===== config.mk =====
export PLATFORM = sky130hd
export DESIGN_NAME = fpu_issue_queue
export DESIGN_NICKNAME = d
export VERILOG_FILES = /design/src/rtl/fpu_issue_queue.sv
export SDC_FILE = /design/constraint.sdc
export NUM_CORES = 1
export LEC_CHECK = 0
export CAP_MARGIN = 20
export CELL_PAD_IN_SITES_DETAIL_PLACEMENT = 1
export CELL_PAD_IN_SITES_GLOBAL_PLACEMENT = 1
export CORE_MARGIN = 4
export CORE_UTILIZATION = 49
export CTS_BUF_LIST = sky130_fd_sc_hd__clkbuf_16
export DETAILED_ROUTE_END_ITERATION = 6
export PLACE_DENSITY_LB_ADDON = 0.2
export SLEW_MARGIN = 15
export SYNTH_ARGS = -nofsm -noshare
export SYNTH_HDL_FRONTEND = slang
export SYNTH_SLANG_ARGS = --single-unit

===== constraint.sdc =====
create_clock -name clock -period 7.5 [get_ports clock]
set_input_delay 2.25 -clock clock [delete_from_list [all_inputs] [get_ports clock]]
set_output_delay 2.25 -clock clock [all_outputs]
set_load 0.05 [all_outputs]

===== src/rtl/fpu_issue_queue.sv =====
// fpu_issue_queue: request FIFO in front of a single-outstanding FPU wrapper.
// A four-state FSM (IDLE/ISSUE/WAIT/HOLD) pops one request, pulses fpu_start,
// waits for fpu_done and holds the result until the consumer takes it.
// Optional WAIT watchdog: define FPU_ISSUE_TIMEOUT_EN.
module fpu_issue_queue #(
    parameter int DEPTH          = 4,
    parameter int TIMEOUT_CYCLES = 64
) (
    input  logic                    clock,
    input  logic                    reset,
    input  logic                    req_valid,
    output logic                    req_ready,
    input  logic [2:0]              req_op,
    input  logic [31:0]             req_a,
    input  logic [31:0]             req_b,
    output logic                    fpu_start,
    output logic [2:0]              fpu_op,
    output logic [31:0]             fpu_a,
    output logic [31:0]             fpu_b,
    input  logic                    fpu_done,
    input  logic [31:0]             fpu_result,
    output logic                    resp_valid,
    input  logic                    resp_ready,
    output logic [31:0]             resp_data,
    output logic                    resp_err,
    output logic [$clog2(DEPTH):0]  count
);
    localparam int AW = $clog2(DEPTH);
    localparam logic [AW:0]  FULL_CNT = (AW+1)'(DEPTH);
    localparam logic [31:0]  QNAN     = 32'h7FC00000;

    typedef struct packed {
        logic [2:0]  op;
        logic [31:0] a;
        logic [31:0] b;
    } req_t;

    typedef enum logic [1:0] {IDLE, ISSUE, WAIT, HOLD} state_t;

    req_t          mem [DEPTH];
    logic [AW-1:0] wr_ptr, rd_ptr;
    state_t        state, state_nxt;
    logic          push, pop, timeout;

    // Full check looks only at the registered count, so a same-cycle pop never frees a slot early.
    assign req_ready = (count < FULL_CNT);
    assign push      = req_valid && req_ready;

    // FIFO payload storage; contents need no reset because count gates visibility.
    always_ff @(posedge clock) begin
        if (push) mem[wr_ptr] <= '{op: req_op, a: req_a, b: req_b};
    end

    // FIFO pointers and occupancy; pointers wrap naturally since DEPTH is a power of two.
    always_ff @(posedge clock) begin
        if (reset) begin
            wr_ptr <= '0;
            rd_ptr <= '0;
            count  <= '0;
        end else begin
            if (push) wr_ptr <= wr_ptr + 1'b1;
            if (pop)  rd_ptr <= rd_ptr + 1'b1;
            case ({push, pop})
                2'b10:   count <= count + 1'b1;
                2'b01:   count <= count - 1'b1;
                default: ;
            endcase
        end
    end

    // FSM state register.
    always_ff @(posedge clock) begin
        if (reset) state <= IDLE;
        else       state <= state_nxt;
    end

    // FSM next state plus the pop and start strobes; fpu_done only matters in WAIT.
    always_comb begin
        state_nxt = state;
        pop       = 1'b0;
        fpu_start = 1'b0;
        case (state)
            IDLE: begin
                if (count != '0) begin
                    pop       = 1'b1;
                    state_nxt = ISSUE;
                end
            end
            ISSUE: begin
                fpu_start = 1'b1;
                state_nxt = WAIT;
            end
            WAIT: begin
                if (fpu_done || timeout) state_nxt = HOLD;
            end
            HOLD: begin
                if (resp_ready) state_nxt = IDLE;
            end
            default: state_nxt = IDLE;
        endcase
    end

    // Operand latch on pop (held through HOLD) and the response register.
    always_ff @(posedge clock) begin
        if (reset) begin
            fpu_op     <= '0;
            fpu_a      <= '0;
            fpu_b      <= '0;
            resp_valid <= 1'b0;
            resp_data  <= '0;
        end else begin
            if (pop) begin
                fpu_op <= mem[rd_ptr].op;
                fpu_a  <= mem[rd_ptr].a;
                fpu_b  <= mem[rd_ptr].b;
            end
            if (state == WAIT && fpu_done) begin
                resp_data  <= fpu_result;
                resp_valid <= 1'b1;
            end else if (timeout) begin
                resp_data  <= QNAN;
                resp_valid <= 1'b1;
            end else if (state == HOLD && resp_ready) begin
                resp_valid <= 1'b0;
            end
        end
    end

`ifdef FPU_ISSUE_TIMEOUT_EN
    localparam int WW = $clog2(TIMEOUT_CYCLES + 1);
    logic [WW-1:0] wd_cnt;

    // A real fpu_done in the last allowed cycle wins over the watchdog.
    assign timeout = (state == WAIT) && !fpu_done && (wd_cnt == WW'(TIMEOUT_CYCLES));

    // Watchdog reads 1 in the first WAIT cycle and is cleared outside WAIT.
    always_ff @(posedge clock) begin
        if (reset)               wd_cnt <= '0;
        else if (state == ISSUE) wd_cnt <= WW'(1);
        else if (state == WAIT)  wd_cnt <= wd_cnt + 1'b1;
        else                     wd_cnt <= '0;
    end

    // Error flag travels with the response: set by the watchdog, cleared by a real result.
    always_ff @(posedge clock) begin
        if (reset)                         resp_err <= 1'b0;
        else if (state == WAIT && fpu_done) resp_err <= 1'b0;
        else if (timeout)                  resp_err <= 1'b1;
    end
`else
    // Without the watchdog WAIT waits forever and TIMEOUT_CYCLES has no effect.
    localparam int UNUSED_TIMEOUT_CYCLES = TIMEOUT_CYCLES;
    assign timeout  = 1'b0;
    assign resp_err = 1'b0;
`endif

endmodule


==> flow_summary.ini <==
[run_status]
status = finished clean

[floorplan]
die_y_um = 173
core_area_sq_mm = 0.0270
rows = 60
dieArea_sq_mm = 0.0300
initial_core_util_pct = 49.7
boundaryPins = 210
die_x_um = 173

[worst_setup_path]
cp-end-kind = output pin
cp_data_arrival_time_ns = 1.99
startpoint_type = flip-flop
crit_slowest_cell = clkdlybuf4s50_1
reg2reg_slack_ns = 5.02
crit_chain = inv_1 > ha_1 > clkdlybuf4s50_1
crit_required_ns = 5.25
crit_fanout = 4
path_class = flip-flop to output pin
crit_path_max_incr_delay_ns = 0.84

[timing]
finalSetupViolCount = 0
max_slew_margin_pct = 29.1
fmax_mhz = 236
period_needed_ns = 4.24
period_share_pct = 56.5
finalMaxSlewViolations = 0
rsz0062_at_grt = no
fin_skew_ns = 0.0160
setup_total_negative_slack_ns = 0
tightest_slew_ns = 1.06
hold_viol_final = 0

[placement]
place_area_sq_mm = 0.0157
place.detailed.hpwl_um = 18100
gp_congestion = 0.750
io_buffers = 208

[logic_synthesis]
yosys_register_bits = 377
ys_seq_area_share_pct = 76.4
syn_avg_cell_area_sq_um = 18.7
synthCells = 715
synth.top_cell.area_share_pct = 60.1
syn_area_sq_mm = 0.0134
synth_top_cell_by_area = edfxtp_1
async_flop_share_pct = 0
ys_types = 29
synthesis.nets = 830
synth.area.top_cells = edfxtp_1, dfxtp_1, mux4_2
synth-edff-count = 268
ys_warn_count = 0
synthFlopType = edfxtp_1

[detailed_routing]
wl_um = 30000
route.detailed.drc = 0
vias = 7175
dr.pass1.iters = 4
wl_per_cell_um = 23.1
ant_nets = 0
first_iter_violations = 445
via_per_inst = 5.52

[grt]
gr-total-overflow = 0
antenna_found_initial = 0
track_usage_pct = 20.1
grt_pass1_vias = 8203
grt_start_max_net_pins = 69
grt_pass1_wl_um = 47200

[pwr]
power.density_mw_per_mm2 = 404
p_clk_share_pct = 28.1
finalPower_uw = 6890
ir_drop_mv = 0.221
p_comb_share_pct = 30.2
p_leak_uw = 0.00569
pwr-share-seq_pct = 41.7
switching_power_uw = 2280
switching_share_pct = 33.1
internal-power_uw = 4610

[clock_tree]
path_clk_slew_ns = 0.06
cts_root_buf = clkbuf_16
cts_setup_buffers = 0
cts_tree = done
htreeDepth = 2
cts-resized-gates = 0
clock_path_buffers = 3
cts_hold_buf = 0
clock_latency_ns = 0.53
clock_sinks = 377
cts_buffers = 40

[finish]
postLayoutCellArea_sq_mm = 0.0171
final_cell_mix = edfxtp_1, clkdlybuf4s50_1, dfxtp_1
final_common_cell = edfxtp_1
drive_gt1_share_pct = 14.4
nets = 1041
fin_util_pct = 63.3
syn_to_final_growth_pct = 27.4
diodes = 0

[run]
cap_viol_max_count = 0

[min_path]
hp-class = flip-flop to flip-flop
[power groups by stage]
stage	Clock [uW]	Sequential, uW	Combinational, uW
4_1_cts	1970	2890	2110
2_1_floorplan	0	3390	917
3_3_place_gp	0	2890	2040
5_1_grt	2070	2920	2210
6_report	1930	2870	2080
3_5_place_dp	0	2920	2100
[per-stage QoR]
stage	hold slack [ns]	cells	worst slack [ns]
CTS	0.456	1297	3.25
finish	0.452	1299	3.26
global placement	0.441	1223	3.00
detailed placement	0.449	1223	2.90
global route	0.483	1299	3.21
floorplan	0.500	715	2.86
[metal layers]
layer  vias up  share of wire, %  track usage, %
met5         -                 0               0
met4         0               2.4            5.99
met3        56               5.6            3.93
met2       226                52            35.4
met1      3665                40            25.5
li1       3228                 -               -
[cells in the mapped netlist (3+ instances only)]
| master | count |
|---|---|
| edfxtp_1 | 268 |
| and2_1 | 6 |
| clkbuf_1 | 23 |
| nand2_1 | 67 |
| mux4_2 | 67 |
| nor2b_1 | 3 |
| nor2_1 | 10 |
| a21oi_1 | 35 |
| buf_6 | 5 |
| xor2_1 | 3 |
| buf_2 | 13 |
| a22o_1 | 67 |
| dfxtp_1 | 109 |
| inv_1 | 10 |
| ha_1 | 10 |
[kinds of logic after synthesis]
kind of cell,count (synthesis),share of synthesized area [%]
DFF,377,76.4
AOI/OAI and AO/OA,109,6.11
and+or+nand+nor,89,2.74
muxes,68,11.3
buffers and inverters,55,2.00
adders and majority gates,11,1.08
xor gates and xnor gates,5,0.327
other,1,0.0280
[flip-flops by register name (all words and copies together), names as in the netlist, 2 cells and up]
name and cells:
resp_data 32, fpu_op 3, mem 268, fpu_a 32, state 2, rd_ptr 2
fpu_b 32, wr_ptr 2, count 3
[final cells by class]
type,instances,area [sq um]
inverter,10,37.5
sequential,377,10200
timing repair buffer,214,2150
multi-input combinational,283,2920
clock buffer,41,1030
fill,2317,9880
clock inverter,33,275
tap,341,427
[worst paths after layout]
kind / end / start / cells past startpoint
min: resp_data[0] / resp_data[0] / 2
max: fpu_start / state[1] / 3
min reg2reg: resp_data[0] / resp_data[0] / 2
max reg2reg: fpu_a[6] / rd_ptr[0] / 3
[worst max-delay path, delay by kind of cell, from the launching register on]
kind	cells	cell delay (ns)
fa+ha+maj	1	0.16
flops	1	0.35
buf+inv	2	0.96
No activity file was read; power rests on OpenSTA's default activity.
